**src/rtl/i2c_axil_xfer_if.sv**
```systemverilog
// AXI-lite bus (32-bit data, 4-bit address) between the transfer sequencer
// and the downstream I2C master's register port.
interface i2c_axil_xfer_if;
    logic [3:0]  awaddr;
    logic [2:0]  awprot;
    logic        awvalid;
    logic        awready;
    logic [31:0] wdata;
    logic [3:0]  wstrb;
    logic        wvalid;
    logic        wready;
    logic [1:0]  bresp;
    logic        bvalid;
    logic        bready;
    logic [3:0]  araddr;
    logic [2:0]  arprot;
    logic        arvalid;
    logic        arready;
    logic [31:0] rdata;
    logic [1:0]  rresp;
    logic        rvalid;
    logic        rready;

    modport master (
        output awaddr, awprot, awvalid, input awready,
        output wdata, wstrb, wvalid, input wready,
        input bresp, bvalid, output bready,
        output araddr, arprot, arvalid, input arready,
        input rdata, rresp, rvalid, output rready
    );

    modport slave (
        input awaddr, awprot, awvalid, output awready,
        input wdata, wstrb, wvalid, output wready,
        output bresp, bvalid, input bready,
        input araddr, arprot, arvalid, output arready,
        output rdata, rresp, rvalid, input rready
    );
endinterface

```
**src/rtl/i2c_axil_xfer.sv**
```systemverilog
// Turns one I2C register read/write request into the DATA/CMD/STATUS access
// sequence of an AXI-lite I2C master, then returns a single response.
module i2c_axil_xfer #(
    parameter int POLL_LIMIT = 1024
) (
    input  logic        clk,
    input  logic        rst,
    input  logic [6:0]  req_dev_addr,
    input  logic [7:0]  req_reg_addr,
    input  logic [7:0]  req_data,
    input  logic        req_read,
    input  logic        req_valid,
    output logic        req_ready,
    output logic [7:0]  rsp_data,
    output logic        rsp_nack,
    output logic        rsp_timeout,
    output logic        rsp_valid,
    input  logic        rsp_ready,
    i2c_axil_xfer_if.master m_axil
);
    localparam int CW = $clog2(POLL_LIMIT + 1);

    localparam logic [2:0] ST_IDLE      = 3'd0;
    localparam logic [2:0] ST_SEQ       = 3'd1;
    localparam logic [2:0] ST_POLL_STAT = 3'd2;
    localparam logic [2:0] ST_POLL_DATA = 3'd3;
    localparam logic [2:0] ST_CLR_ACK   = 3'd4;
    localparam logic [2:0] ST_RESP      = 3'd5;

    // AXI sub-phase: launch (load address/data), address/data handshake, response wait
    localparam logic [1:0] PH_LAUNCH = 2'd0;
    localparam logic [1:0] PH_ADDR   = 2'd1;
    localparam logic [1:0] PH_RESP   = 2'd2;

    logic [2:0]    state_reg;
    logic [1:0]    phase_reg;
    logic [1:0]    step_reg;
    logic [6:0]    dev_reg;
    logic [7:0]    reg_addr_reg;
    logic [7:0]    wr_byte_reg;
    logic          read_reg;
    logic [CW-1:0] poll_cnt_reg;
    logic          req_ready_reg;
    logic [7:0]    rsp_data_reg;
    logic          rsp_nack_reg;
    logic          rsp_timeout_reg;
    logic [3:0]    awaddr_reg;
    logic [31:0]   wdata_reg;
    logic          awvalid_reg;
    logic          wvalid_reg;
    logic          bready_reg;
    logic [3:0]    araddr_reg;
    logic          arvalid_reg;
    logic          rready_reg;

    logic [3:0]    wr_addr;
    logic [31:0]   wr_data;
    logic          last_poll;
    logic          stat_idle;
    logic          ack_now;
    logic          unused_rdata;

    always_comb begin
        wr_addr = 4'h0;
        wr_data = 32'h0;
        if (state_reg == ST_CLR_ACK) begin
            wr_addr = 4'h0;
            wr_data = 32'h8;
        end else begin
            case ({read_reg, step_reg})
                3'b0_00: begin wr_addr = 4'h8; wr_data = 32'h100  | {24'h0, reg_addr_reg}; end
                3'b0_01: begin wr_addr = 4'h8; wr_data = 32'h300  | {24'h0, wr_byte_reg};  end
                3'b0_10: begin wr_addr = 4'h4; wr_data = 32'h1900 | {25'h0, dev_reg};      end
                3'b1_00: begin wr_addr = 4'h8; wr_data = 32'h300  | {24'h0, reg_addr_reg}; end
                3'b1_01: begin wr_addr = 4'h4; wr_data = 32'h900  | {25'h0, dev_reg};      end
                3'b1_10: begin wr_addr = 4'h4; wr_data = 32'h1300 | {25'h0, dev_reg};      end
                default: ;
            endcase
        end
    end

    assign last_poll = (poll_cnt_reg == CW'(POLL_LIMIT - 1));
    // A missed ACK with the master no longer busy ends the transfer even if
    // the command FIFO still holds the abandoned commands.
    assign stat_idle = !m_axil.rdata[0] && (m_axil.rdata[8] || m_axil.rdata[3]);
    assign ack_now   = rsp_nack_reg || m_axil.rdata[3];
    assign unused_rdata = ^m_axil.rdata[31:9];

    always_ff @(posedge clk) begin
        if (rst) begin
            state_reg       <= ST_IDLE;
            phase_reg       <= PH_LAUNCH;
            step_reg        <= 2'd0;
            dev_reg         <= 7'h0;
            reg_addr_reg    <= 8'h0;
            wr_byte_reg     <= 8'h0;
            read_reg        <= 1'b0;
            poll_cnt_reg    <= '0;
            req_ready_reg   <= 1'b0;
            rsp_data_reg    <= 8'h0;
            rsp_nack_reg    <= 1'b0;
            rsp_timeout_reg <= 1'b0;
            awaddr_reg      <= 4'h0;
            wdata_reg       <= 32'h0;
            awvalid_reg     <= 1'b0;
            wvalid_reg      <= 1'b0;
            bready_reg      <= 1'b0;
            araddr_reg      <= 4'h0;
            arvalid_reg     <= 1'b0;
            rready_reg      <= 1'b0;
        end else begin
            case (state_reg)
                ST_IDLE: begin
                    req_ready_reg <= !(req_valid && req_ready_reg);
                    if (req_valid && req_ready_reg) begin
                        dev_reg         <= req_dev_addr;
                        reg_addr_reg    <= req_reg_addr;
                        wr_byte_reg     <= req_data;
                        read_reg        <= req_read;
                        poll_cnt_reg    <= '0;
                        rsp_data_reg    <= 8'h0;
                        rsp_nack_reg    <= 1'b0;
                        rsp_timeout_reg <= 1'b0;
                        step_reg        <= 2'd0;
                        phase_reg       <= PH_LAUNCH;
                        state_reg       <= ST_SEQ;
                    end
                end
                ST_SEQ, ST_CLR_ACK: begin
                    case (phase_reg)
                        PH_LAUNCH: begin
                            awaddr_reg  <= wr_addr;
                            wdata_reg   <= wr_data;
                            awvalid_reg <= 1'b1;
                            wvalid_reg  <= 1'b1;
                            phase_reg   <= PH_ADDR;
                        end
                        PH_ADDR: begin
                            if (awvalid_reg && m_axil.awready) awvalid_reg <= 1'b0;
                            if (wvalid_reg && m_axil.wready)   wvalid_reg  <= 1'b0;
                            if ((!awvalid_reg || m_axil.awready) && (!wvalid_reg || m_axil.wready)) begin
                                bready_reg <= 1'b1;
                                phase_reg  <= PH_RESP;
                            end
                        end
                        default: begin
                            if (m_axil.bvalid) begin
                                bready_reg <= 1'b0;
                                phase_reg  <= PH_LAUNCH;
                                if (m_axil.bresp != 2'b00) begin
                                    rsp_timeout_reg <= 1'b1;
                                    state_reg       <= ST_RESP;
                                end else if (state_reg == ST_CLR_ACK) begin
                                    state_reg <= ST_RESP;
                                end else if (step_reg == 2'd2) begin
                                    state_reg <= ST_POLL_STAT;
                                end else begin
                                    step_reg <= step_reg + 2'd1;
                                end
                            end
                        end
                    endcase
                end
                ST_POLL_STAT, ST_POLL_DATA: begin
                    case (phase_reg)
                        PH_LAUNCH: begin
                            araddr_reg  <= (state_reg == ST_POLL_STAT) ? 4'h0 : 4'h8;
                            arvalid_reg <= 1'b1;
                            phase_reg   <= PH_ADDR;
                        end
                        PH_ADDR: begin
                            if (m_axil.arready) begin
                                arvalid_reg <= 1'b0;
                                rready_reg  <= 1'b1;
                                phase_reg   <= PH_RESP;
                            end
                        end
                        default: begin
                            if (m_axil.rvalid) begin
                                rready_reg   <= 1'b0;
                                phase_reg    <= PH_LAUNCH;
                                poll_cnt_reg <= poll_cnt_reg + 1'b1;
                                if (state_reg == ST_POLL_STAT) begin
                                    if (m_axil.rresp != 2'b00) begin
                                        rsp_timeout_reg <= 1'b1;
                                        state_reg <= rsp_nack_reg ? ST_CLR_ACK : ST_RESP;
                                    end else begin
                                        if (m_axil.rdata[3]) rsp_nack_reg <= 1'b1;
                                        if (stat_idle) begin
                                            state_reg <= ack_now ? ST_CLR_ACK :
                                                         (read_reg ? ST_POLL_DATA : ST_RESP);
                                        end else if (last_poll) begin
                                            rsp_timeout_reg <= 1'b1;
                                            state_reg <= ack_now ? ST_CLR_ACK : ST_RESP;
                                        end
                                    end
                                end else begin
                                    if (m_axil.rresp != 2'b00) begin
                                        rsp_timeout_reg <= 1'b1;
                                        state_reg       <= ST_RESP;
                                    end else if (m_axil.rdata[8]) begin
                                        rsp_data_reg <= m_axil.rdata[7:0];
                                        state_reg    <= ST_RESP;
                                    end else if (last_poll) begin
                                        rsp_timeout_reg <= 1'b1;
                                        state_reg       <= ST_RESP;
                                    end
                                end
                            end
                        end
                    endcase
                end
                ST_RESP: begin
                    if (rsp_ready) begin
                        state_reg     <= ST_IDLE;
                        req_ready_reg <= 1'b1;
                    end
                end
                default: state_reg <= ST_IDLE;
            endcase
        end
    end

    assign req_ready   = req_ready_reg;
    assign rsp_valid   = (state_reg == ST_RESP);
    assign rsp_data    = rsp_data_reg;
    assign rsp_nack    = rsp_nack_reg;
    assign rsp_timeout = rsp_timeout_reg;

    assign m_axil.awaddr  = awaddr_reg;
    assign m_axil.awprot  = 3'b000;
    assign m_axil.awvalid = awvalid_reg;
    assign m_axil.wdata   = wdata_reg;
    assign m_axil.wstrb   = 4'hF;
    assign m_axil.wvalid  = wvalid_reg;
    assign m_axil.bready  = bready_reg;
    assign m_axil.araddr  = araddr_reg;
    assign m_axil.arprot  = 3'b000;
    assign m_axil.arvalid = arvalid_reg;
    assign m_axil.rready  = rready_reg;
endmodule

```
**src/flat_wrapper.sv**
```systemverilog
// flat-port wrapper written by rule: the top's interface ports become plain ports
module i2c_axil_xfer_flat 
#(
    parameter int POLL_LIMIT = 1024
)
  (clk, rst, req_dev_addr, req_reg_addr, req_data, req_read, req_valid, req_ready, rsp_data, rsp_nack, rsp_timeout, rsp_valid, rsp_ready, m_axil_awaddr, m_axil_awprot, m_axil_awvalid, m_axil_awready, m_axil_wdata, m_axil_wstrb, m_axil_wvalid, m_axil_wready, m_axil_bresp, m_axil_bvalid, m_axil_bready, m_axil_araddr, m_axil_arprot, m_axil_arvalid, m_axil_arready, m_axil_rdata, m_axil_rresp, m_axil_rvalid, m_axil_rready);
  i2c_axil_xfer_if m_axil_i ();
  input  logic clk;
  input  logic rst;
  input  logic [6:0] req_dev_addr;
  input  logic [7:0] req_reg_addr;
  input  logic [7:0] req_data;
  input  logic req_read;
  input  logic req_valid;
  output logic req_ready;
  output logic [7:0] rsp_data;
  output logic rsp_nack;
  output logic rsp_timeout;
  output logic rsp_valid;
  input  logic rsp_ready;
  output wire logic [$bits(m_axil_i.awaddr)-1:0] m_axil_awaddr;
  output wire logic [$bits(m_axil_i.awprot)-1:0] m_axil_awprot;
  output wire logic [$bits(m_axil_i.awvalid)-1:0] m_axil_awvalid;
  input wire logic [$bits(m_axil_i.awready)-1:0] m_axil_awready;
  output wire logic [$bits(m_axil_i.wdata)-1:0] m_axil_wdata;
  output wire logic [$bits(m_axil_i.wstrb)-1:0] m_axil_wstrb;
  output wire logic [$bits(m_axil_i.wvalid)-1:0] m_axil_wvalid;
  input wire logic [$bits(m_axil_i.wready)-1:0] m_axil_wready;
  input wire logic [$bits(m_axil_i.bresp)-1:0] m_axil_bresp;
  input wire logic [$bits(m_axil_i.bvalid)-1:0] m_axil_bvalid;
  output wire logic [$bits(m_axil_i.bready)-1:0] m_axil_bready;
  output wire logic [$bits(m_axil_i.araddr)-1:0] m_axil_araddr;
  output wire logic [$bits(m_axil_i.arprot)-1:0] m_axil_arprot;
  output wire logic [$bits(m_axil_i.arvalid)-1:0] m_axil_arvalid;
  input wire logic [$bits(m_axil_i.arready)-1:0] m_axil_arready;
  input wire logic [$bits(m_axil_i.rdata)-1:0] m_axil_rdata;
  input wire logic [$bits(m_axil_i.rresp)-1:0] m_axil_rresp;
  input wire logic [$bits(m_axil_i.rvalid)-1:0] m_axil_rvalid;
  output wire logic [$bits(m_axil_i.rready)-1:0] m_axil_rready;
  assign m_axil_awaddr = m_axil_i.awaddr;
  assign m_axil_awprot = m_axil_i.awprot;
  assign m_axil_awvalid = m_axil_i.awvalid;
  assign m_axil_i.awready = m_axil_awready;
  assign m_axil_wdata = m_axil_i.wdata;
  assign m_axil_wstrb = m_axil_i.wstrb;
  assign m_axil_wvalid = m_axil_i.wvalid;
  assign m_axil_i.wready = m_axil_wready;
  assign m_axil_i.bresp = m_axil_bresp;
  assign m_axil_i.bvalid = m_axil_bvalid;
  assign m_axil_bready = m_axil_i.bready;
  assign m_axil_araddr = m_axil_i.araddr;
  assign m_axil_arprot = m_axil_i.arprot;
  assign m_axil_arvalid = m_axil_i.arvalid;
  assign m_axil_i.arready = m_axil_arready;
  assign m_axil_i.rdata = m_axil_rdata;
  assign m_axil_i.rresp = m_axil_rresp;
  assign m_axil_i.rvalid = m_axil_rvalid;
  assign m_axil_rready = m_axil_i.rready;
  i2c_axil_xfer #(.POLL_LIMIT(POLL_LIMIT)) u_core (.clk(clk), .rst(rst), .req_dev_addr(req_dev_addr), .req_reg_addr(req_reg_addr), .req_data(req_data), .req_read(req_read), .req_valid(req_valid), .req_ready(req_ready), .rsp_data(rsp_data), .rsp_nack(rsp_nack), .rsp_timeout(rsp_timeout), .rsp_valid(rsp_valid), .rsp_ready(rsp_ready), .m_axil(m_axil_i));
endmodule
```
**config.mk**
```make
export PLATFORM = sky130hd
export DESIGN_NAME = i2c_axil_xfer_flat
export DESIGN_NICKNAME = d
export VERILOG_FILES = /design/src/rtl/i2c_axil_xfer_if.sv /design/src/rtl/i2c_axil_xfer.sv /design/src/flat_wrapper.sv
export SDC_FILE = /design/constraint.sdc
export NUM_CORES = 1
export LEC_CHECK = 0
export BUFFER_PORTS_ARGS = -buffer_cell sky130_fd_sc_hd__buf_2
export CORE_UTILIZATION = 53
export CTS_CLUSTER_DIAMETER = 100
export DETAILED_ROUTE_END_ITERATION = 12
export PLACE_DENSITY = 0.85
export SYNTH_ARGS = -nofsm -noshare
export SYNTH_HDL_FRONTEND = slang
export SYNTH_SLANG_ARGS = --single-unit
```
**constraint.sdc**
```tcl
create_clock -name clk -period 5.05 [get_ports clk]
set_input_delay 1.01 -clock clk [delete_from_list [all_inputs] [get_ports clk]]
set_output_delay 1.01 -clock clk [all_outputs]
set_load 0.02 [all_outputs]
```
==> impl_metrics.env <==
export IMPL_largest_reg_flops=12
export IMPL_track_usage=0.2329
export IMPL_holdCritPathClass="register to register"
export IMPL_cts_resized=0
export IMPL_numPortBuffers=77
export IMPL_syn_cell_area_sq_um=3700
export IMPL_wl_met1_mm=3.684
export IMPL_ir_drop_uv=234.0
export IMPL_synthTopCellsByArea="dfxtp_1 (39%), nand2_1 (8.8%), buf_4 (7.3%)"
export IMPL_yosysUniqueCellTypes=59
export IMPL_multi_input_area_sq_um=1938
export IMPL_ctsHoldBuffers=0
export IMPL_wl_met3_microns=572
export IMPL_status="completed"
export IMPL_clk_latency_ps=350
export IMPL_hold_violations=0
export IMPL_syn_inst=459
export IMPL_maxSlewViolCount=0
export IMPL_top_layer="met4"
export IMPL_yosys_area_top_type_share=0.3950
export IMPL_regArea_sq_um=1461
export IMPL_ys_seq_area_frac=0.3950
export IMPL_fin_nets=594
export IMPL_final_antenna_net_count=0
export IMPL_wl_per_cell_microns=13.66
export IMPL_grt_pass1_wl_mm=13.44
export IMPL_leakage_nw=1.688
export IMPL_synth_area_per_cell_sq_um=8.061
export IMPL_grt_overflow=0
export IMPL_critPathRequiredTime_ps=4040
export IMPL_syn2layout_area_growth_pct=12.88
export IMPL_antenna_found_initial=0
export IMPL_routed_wl_mm=8.278
export IMPL_via_count=3357
export IMPL_antenna_cells=0
export IMPL_crit_fanout=18
export IMPL_rrSetupSlack_ps=2390
export IMPL_cp_start_kind="register"
export IMPL_via_per_inst=5.540
export IMPL_clkSlewWorstSetupHoldPaths_ps=80
export IMPL_worst_pin_slew_ps=1027
export IMPL_cts_buffers=9
export IMPL_startpoint="u_core.state_reg[0]$_SDFFE_PP0P_"
export IMPL_ys_flop_type="dfxtp_1"
export IMPL_r2r_start="u_core.state_reg[1]$_SDFFE_PP0P_"
export IMPL_reg2reg_to="u_core.rsp_timeout$_SDFFE_PP0P_"
export IMPL_utilization=0.6181
export IMPL_ys_async_sr_fraction=0
export IMPL_synth_edf_count=0
export IMPL_core_area_sq_um=6756
export IMPL_die_area_sq_um=7319
export IMPL_ys_ff_latch=73
export IMPL_place_area_sq_um=3934
export IMPL_route_detailed_drc=0
export IMPL_initial_utilization=0.5476
export IMPL_r2r_cells=4
export IMPL_fin_skew_ps=7.969
export IMPL_grt_max_degree=58
export IMPL_drt_pre_antenna_iters=5
export IMPL_final_common_cell="nand2_1"
export IMPL_setup_viol=0
export IMPL_period_share=0.5513
export IMPL_slew_headroom=0.3156
export IMPL_max_clock_freq_ghz=0.3592
export IMPL_worstHoldStart="u_core.rsp_timeout$_SDFFE_PP0P_"
export IMPL_crit_end="rsp_valid"
export IMPL_final_area_sq_um=4177
export IMPL_ios=136
export IMPL_grt_pass1_vias=2899
export IMPL_drv_cap=0
export IMPL_detailed_place_hpwl_mm=5.976
export IMPL_die_w_microns=85.55
export IMPL_die_h_microns=85.55
export IMPL_cts_tree="yes"
export IMPL_setup_tns_ps=0
export IMPL_routabilityCongestion=0.9553
export IMPL_clock_sinks=73
export IMPL_criticalPathCategory="register to output pin"
export IMPL_ys_warn_count=0
export IMPL_mostFrequentLayoutCells="nand2_1 (87), buf_2 (77), dfxtp_1 (73)"
export IMPL_synth_top_area_cell="dfxtp_1"
export IMPL_cts_htree_levels=3
export IMPL_critical_path_arrival_ps=1770
export IMPL_rows=30
export IMPL_wl_met2_mm=3.861
export IMPL_drive_gt1_frac=0.2072
export IMPL_postCtsSetupRepairBufs=0
export IMPL_fillCellCount=581
export IMPL_first_iter_violations=376
export IMPL_rsz0062_at_grt="no"
export IMPL_cts_root_buffer="clkbuf_8"
export IMPL_power_density_nw_per_um2=462.4
export IMPL_worstSetupEndpointType="output pin"
export IMPL_finalCriticalPeriod_ps=2784
export IMPL_cts_buffer_depth=2
## power by group
part	leakage (nW)	switching [W]	internal (W)
logic	0.979	0.000427	0.000234
clock network	0.117	0.000220	0.000331
registers	0.592	0.0000719	0.000646
## kinds of logic after synthesis
logic type / after synthesis / share of synthesized area
buffers and inverters: 70 / 0.1146
xor gates and xnor gates: 9 / 0.02334
adders and majority gates: 4 / 0.01353
other: 2 / 0.002030
DFF: 73 / 0.3950
muxes: 10 / 0.02739
and+or+nand+nor: 188 / 0.2425
AOI/OAI and AO/OA: 103 / 0.1816
## stage by stage
step / hold slack [ps] / power (W) / instances / worst slack (ps)
3_5_place_dp: 442.1 / 0.001384 / 590 / 2367
5_1_grt: 462.1 / 0.002044 / 606 / 2142
3_3_place_gp: 432.4 / 0.001366 / 590 / 2408
6_report: 449.2 / 0.001931 / 606 / 2266
4_1_cts: 452.2 / 0.001939 / 606 / 2275
2_1_floorplan: 435.7 / 0.001257 / 492 / 2810
## critical path, cell delays in order (launching register included)
cell and delay [ps]:
dfxtp_1 770, inv_1 220, nor3_1 240, buf_2 200
## area by class of cell
class                   count  share of cell area
flip-flops and latches     73              0.3499
inverters                   9            0.008089
repair buffers             79             0.09587
well taps                  80             0.02397
multi-input cells         349              0.4641
clock inverters             6             0.02756
clock buffers              10             0.03056
## per-layer routing
| layer | up-vias | GRT usage |
|---|---|---|
| met1 | 1557 | 0.3220 |
| met5 | - | 0 |
| met4 | 0 | 0.09545 |
| li1 | 1635 | - |
| met2 | 147 | 0.3636 |
| met3 | 18 | 0.03850 |
## Yosys cell counts, types with 6 or more instances
cell type	n
a21oi_1	48
a222oi_1	7
and2_1	8
buf_2	9
buf_4	36
clkbuf_1	13
dfxtp_1	73
inv_1	9
mux2i_1	9
nand2_1	87
nand3_1	11
nand4_1	6
nor2_1	38
nor3_1	7
o21ai_0	11
o21ai_1	9
xor2_1	6
## how the worst min path moves through the flow
stage,end,cells past startpoint
floorplan,u_core.dev_reg[4]$_SDFFE_PP0P_,2
global placement,u_core.rsp_timeout$_SDFFE_PP0P_,2
detailed placement,u_core.rsp_timeout$_SDFFE_PP0P_,2
CTS,u_core.rsp_timeout$_SDFFE_PP0P_,2
global route,u_core.rsp_timeout$_SDFFE_PP0P_,2
finish,u_core.rsp_timeout$_SDFFE_PP0P_,2
Power figures use the tool's default switching activity.
